File: src/rtl/viterbi_frame_ctrl.sv
// ---------------------------------------------------------------------------
// viterbi_frame_ctrl
//
// Sequencer for the soft-decision Viterbi datapath. Collects one frame of
// NUM_SAMPLES sign-magnitude samples from an upstream valid/ready stream,
// holds them on r_bus, pulses dp_start, waits DP_LATENCY cycles, captures
// the decoded codeword and path metric, and offers them downstream with a
// valid/ready handshake.
//
// Ports:
//   CLK, RST                 clock, asynchronous active-high reset
//   in_valid/in_ready        upstream sample handshake
//   in_sample, in_last       sample value and end-of-frame marker
//   r_bus                    frame to datapath, r1 in the lowest slot
//   dp_start                 one-cycle datapath launch strobe
//   dp_codeword, dp_metric   datapath results
//   out_valid/out_ready      downstream result handshake
//   out_codeword, out_metric captured results
//   err_frame, err_clr       sticky framing error and its clear
//   frame_cnt                delivered-result counter (wraps)
//   busy                     high whenever not collecting samples
// ---------------------------------------------------------------------------
module viterbi_frame_ctrl #(
  parameter int SAMPLE_W    = 8,
  parameter int NUM_SAMPLES = 8,
  parameter int DP_LATENCY  = 2,   // legal range 1..15
  parameter int CW_W        = 8
) (
  input  logic                          CLK,
  input  logic                          RST,
  input  logic                          in_valid,
  output logic                          in_ready,
  input  logic [SAMPLE_W-1:0]           in_sample,
  input  logic                          in_last,
  output logic [NUM_SAMPLES*SAMPLE_W-1:0] r_bus,
  output logic                          dp_start,
  input  logic [CW_W-1:0]               dp_codeword,
  input  logic [7:0]                    dp_metric,
  output logic                          out_valid,
  input  logic                          out_ready,
  output logic [CW_W-1:0]               out_codeword,
  output logic [7:0]                    out_metric,
  output logic                          err_frame,
  input  logic                          err_clr,
  output logic [15:0]                   frame_cnt,
  output logic                          busy
);

  localparam int IDX_W = $clog2(NUM_SAMPLES);
  localparam int CNT_W = 4;
  localparam logic [IDX_W-1:0] LAST_IDX  = IDX_W'(NUM_SAMPLES - 1);
  localparam logic [CNT_W-1:0] WAIT_LOAD = CNT_W'(DP_LATENCY - 1);

  typedef enum logic [1:0] {
    ST_COLLECT = 2'd0,
    ST_LAUNCH  = 2'd1,
    ST_WAIT    = 2'd2,
    ST_OUTPUT  = 2'd3
  } state_t;

  state_t             state;
  logic [IDX_W-1:0]   idx;
  logic [CNT_W-1:0]   wait_cnt;

  // Handshake and status decode straight from the state register.
  assign in_ready = (state == ST_COLLECT);
  assign busy     = (state != ST_COLLECT);

  // NOTE: r_bus is a small flop bank, not a RAM, so it is cleared by reset
  // like every other register here; it is never cleared between frames.
  always_ff @(posedge CLK or posedge RST) begin
    if (RST) begin
      state        <= ST_COLLECT;
      idx          <= '0;
      wait_cnt     <= '0;
      r_bus        <= '0;
      dp_start     <= 1'b0;
      out_valid    <= 1'b0;
      out_codeword <= '0;
      out_metric   <= '0;
      err_frame    <= 1'b0;
      frame_cnt    <= '0;
    end else begin
      // NOTE: non-blocking assignments throughout; the later err_frame <= 1
      // in COLLECT overrides this clear, giving a set priority over err_clr.
      dp_start <= 1'b0;
      if (err_clr) err_frame <= 1'b0;

      case (state)
        ST_COLLECT: begin
          if (in_valid) begin
            r_bus[idx*SAMPLE_W +: SAMPLE_W] <= in_sample;
            if (idx == LAST_IDX) begin
              idx <= '0;
              if (in_last) begin
                state    <= ST_LAUNCH;
                dp_start <= 1'b1;     // high for exactly the LAUNCH cycle
              end else begin
                err_frame <= 1'b1;    // frame overran without in_last
              end
            end else if (in_last) begin
              idx       <= '0;        // frame ended early
              err_frame <= 1'b1;
            end else begin
              idx <= idx + IDX_W'(1);
            end
          end
        end

        ST_LAUNCH: begin
          wait_cnt <= WAIT_LOAD;
          state    <= ST_WAIT;
        end

        ST_WAIT: begin
          if (wait_cnt == '0) begin
            out_codeword <= dp_codeword;
            out_metric   <= dp_metric;
            out_valid    <= 1'b1;
            state        <= ST_OUTPUT;
          end else begin
            wait_cnt <= wait_cnt - CNT_W'(1);
          end
        end

        ST_OUTPUT: begin
          if (out_ready) begin
            out_valid <= 1'b0;
            frame_cnt <= frame_cnt + 16'd1;
            state     <= ST_COLLECT;
          end
        end

        default: state <= ST_COLLECT;
      endcase
    end
  end

endmodule

File: config.mk
export PLATFORM = sky130hd
export DESIGN_NAME = viterbi_frame_ctrl
export DESIGN_NICKNAME = d
export VERILOG_FILES = /design/src/rtl/viterbi_frame_ctrl.sv
export SDC_FILE = /design/constraint.sdc
export NUM_CORES = 1
export LEC_CHECK = 0
export ABC_CLOCK_PERIOD_IN_PS = 9100
export CAP_MARGIN = 20
export CORE_MARGIN = 2
export CORE_UTILIZATION = 40
export DETAILED_ROUTE_END_ITERATION = 8
export PLACE_DENSITY = 0.69
export SYNTH_ARGS = -nofsm -noshare
export SYNTH_HDL_FRONTEND = slang
export SYNTH_SLANG_ARGS = --single-unit
File: constraint.sdc
create_clock -name CLK -period 9.1 [get_ports CLK]
set_input_delay 1.82 -clock CLK [delete_from_list [all_inputs] [get_ports CLK]]
set_output_delay 1.82 -clock CLK [all_outputs]
set_load 0.1 [all_outputs]
==> summary by stage <==
Status
The run finished with clean final reports.

Place
The post-DP HPWL is approximately 7400 microns. Port buffering added 130 buffers. In this run, placement finished with an instance count of between 600 and 700.

The final estimated routing congestion in global placement is 0.770. The worst setup slack before clock tree synthesis is between 5000 and 6000 ps.

Logic synthesis
The net count after synthesis is between 300 and 400. The cell area that synthesis handed to floorplanning was 0.00465 sq mm. For this run, the leading register cell type out of synthesis is sky130_fd_sc_hd__dfrtp_1. For this run, the number of Yosys warnings is 0. The synthesized design contains about 110 register bits. The number of synthesized flops with an enable pin is 0.

The fraction of registers with async set/reset is 1.00. The share of the synthesized area in the top cell type is 0.581. The number of different library cells used by synthesis comes to 37. Synthesis handed over a netlist of 354 instances.

The mean area per synthesized cell is 13.1 sq um. Sorting the synthesized cells by area gives the leading types as sky130_fd_sc_hd__dfrtp_1, sky130_fd_sc_hd__mux2_2, sky130_fd_sc_hd__and2_1. The synthesized design spends more area on one cell type than any other, namely sky130_fd_sc_hd__dfrtp_1. The sequential element share of the synthesized area is 0.581.

Finish
The top cell types in the final layout, fill and taps aside, are sky130_fd_sc_hd__clkdlybuf4s50_1, sky130_fd_sc_hd__dfrtp_1, sky130_fd_sc_hd__mux2_2, sky130_fd_sc_hd__and2_1. The area growth from synthesis to layout is 38.2%. The number of fillers in the final layout is 1013. The number of antenna diodes is 0.

The combined flip-flop and latch cell area is ~0.0027 sq mm. Summing all multi-input logic gate instances after layout gives approximately 0.0018 sq mm. The ratio of cells with drive above 1 in the final layout is 0.211.

The finished layout holds 640 standard cells, fillers aside. After the last flow step, the layout net total stands at 535. The most common cell after layout, fill and taps aside is sky130_fd_sc_hd__clkdlybuf4s50_1.

Clock tree
The clock root buffer is sky130_fd_sc_hd__clkbuf_16. The buffer levels on the longest clock path is 2. The H-tree depth is 3. The later pin in the worst-skew pair is clocked with a latency of ~340 ps. The post-cts resize count is 0. Clock-pin slew was measured on the worst setup and hold paths at around 70 ps. Hold repair after CTS inserted 0 buffers. The clock drives about 110 sinks. The post-CTS setup buffer count is 0. The CTS buffer count is 9. The clock tree from TritonCTS is built.

Global route
The first global-routing pass estimated approximately 17000 microns of wire. The initial antenna violation count is 0. The largest net degree at the start of global routing is 76. In the global route stage, overall resource usage came out at 0.169. The total grt overflow is 0. The number of global-route vias before repair is between 3k and 4k.

Timing
The clock period minus worst slack is ~4100 ps. The tightest slew margin relative to the limit is 0.311. Setup repair after global routing left no endpoint under its margin. Across the routed clock network, the largest skew measured is 8.47 ps. In the finished design, the share of the clock period the worst path needs comes to 0.456. The total count of max-transition violations in the final report is 0. The final critical-path setup slack is around 5000 ps. The count of endpoints failing hold in the final timing report is 0.

The number of setup violations in the final report is 0. Timing would allow up to approximately 0.24 GHz. The actual slew at the worst max-slew pin is 1030 ps. The setup TNS is 0 ps.

Route
Dividing the detail-routed wire length by the instance count gives 16.0 microns. After detailed routing, the number of remaining DRC violations is 0. The via-per-instance ratio is between 4 and 5. For this run, the detailed router's first-pass iteration total came to 4. After the first detailed-routing iteration, the DRC count stood at just over 90. The detailed-route via count is around 3.1k. The count of nets left with antenna violations once routing finished came out at 0. Summed over all layers, the routed wires come to between 10000 and 15000 microns.

Critical path
The critical path is of the flip-flop to primary output type. The type of destination of the critical path is a primary output. STA puts the critical path data arrival time at 2330 ps. The worst-case reg-to-reg path depth is 7.

The data required time of the worst path is ~7300 ps. The worst setup path is launched from a flip-flop. The top fanout value on the critical path is 5.

Floorplan
Measured along the y axis, the die boundary spans around 110 microns. The area of the core is between 0.01 and 0.015 sq mm. The die covers around 0.013 sq mm. The horizontal die dimension is between 100 and 150 microns. The I/O pin total is about 130. The initial cell density of the core is 0.409.

The placement row count is 39.

Job
Max-cap violations in this run came to 0.

Hold path
The worst hold-check path type is flip-flop to flip-flop. Along the worst hold path, the cell count comes to 1.
-- cell type report --
type                    instances  area share
multi-input cells             221       0.288
repair buffers                131       0.204
inverters                      21      0.0126
flip-flops and latches        108       0.420
clock buffers                  10      0.0372
clock inverters                 6      0.0109
well taps                     143      0.0278
-- cells in the mapped netlist, types with 3 or more instances --
| master | count |
|---|---|
| sky130_fd_sc_hd__and2_1 | 26 |
| sky130_fd_sc_hd__dfrtp_1 | 108 |
| sky130_fd_sc_hd__ha_1 | 13 |
| sky130_fd_sc_hd__inv_1 | 20 |
| sky130_fd_sc_hd__mux2_2 | 74 |
| sky130_fd_sc_hd__nand2_1 | 15 |
| sky130_fd_sc_hd__nand3_1 | 16 |
| sky130_fd_sc_hd__nor2_1 | 8 |
| sky130_fd_sc_hd__nor2_2 | 4 |
| sky130_fd_sc_hd__nor3_1 | 5 |
| sky130_fd_sc_hd__nor3_2 | 4 |
| sky130_fd_sc_hd__o21ai_0 | 19 |
| sky130_fd_sc_hd__xnor2_1 | 14 |
| sky130_fd_sc_hd__xor2_1 | 3 |
-- worst paths after layout --
path                            endpoint  slack [ps]     startpoint
max                                 busy        4950       state[0]
min                        frame_cnt[15]         480  frame_cnt[15]
max reg2reg                    r_bus[32]        6510         idx[0]
min in group asynchronous  frame_cnt[15]        1820            RST
min reg2reg                frame_cnt[15]         480  frame_cnt[15]
max in group asynchronous      r_bus[49]        5970            RST
-- metal layers --
metal	GRT usage	part of all wire	routed length (microns)	vias up
li1	-	-	-	1501
met1	0.239	0.48	4880	1547
met2	0.260	0.46	4680	85
met3	0.0381	0.052	531	9
met4	0.0535	0.013	137	0
met5	0	0	0	-
-- per-stage QoR --
step           instance area (sq um)  hold slack, ps  utilization
2_1_floorplan                   4650             498            -
3_3_place_gp                    6120             466        0.538
3_5_place_dp                    6120             465        0.538
4_1_cts                         6430             487        0.566
5_1_grt                         6430             522        0.566
6_report                        6430             479        0.566
-- kinds of logic (layout without fill, tap and decap cells) --
family / count (synthesis) / count (layout) / synth area share
buffers and inverters: 25 / 168 / 0.0218
muxes: 75 / 75 / 0.182
AOI/OAI and AO/OA: 25 / 25 / 0.0325
adders and majority gates: 13 / 13 / 0.0350
DFF: 108 / 108 / 0.581
xor gates and xnor gates: 17 / 17 / 0.0320
and+or+nand+nor: 91 / 91 / 0.116
-- sequential cells by signal, summed over array words and instances (netlist names), 2 cells and up --
| signal | cells |
|---|---|
| frame_cnt | 16 |
| idx | 3 |
| out_codeword | 8 |
| out_metric | 8 |
| r_bus | 64 |
| state | 2 |
| wait_cnt | 4 |
-- critical path, stage by stage (launching register included) --
cell                              delay, ps
sky130_fd_sc_hd__dfrtp_1                400
sky130_fd_sc_hd__inv_1                   80
sky130_fd_sc_hd__ha_1                   250
sky130_fd_sc_hd__inv_1                   90
sky130_fd_sc_hd__clkdlybuf4s50_1       1160
Power is not shown: default switching activity piles up to over one toggle a cycle in this logic, so the estimate is an artifact.
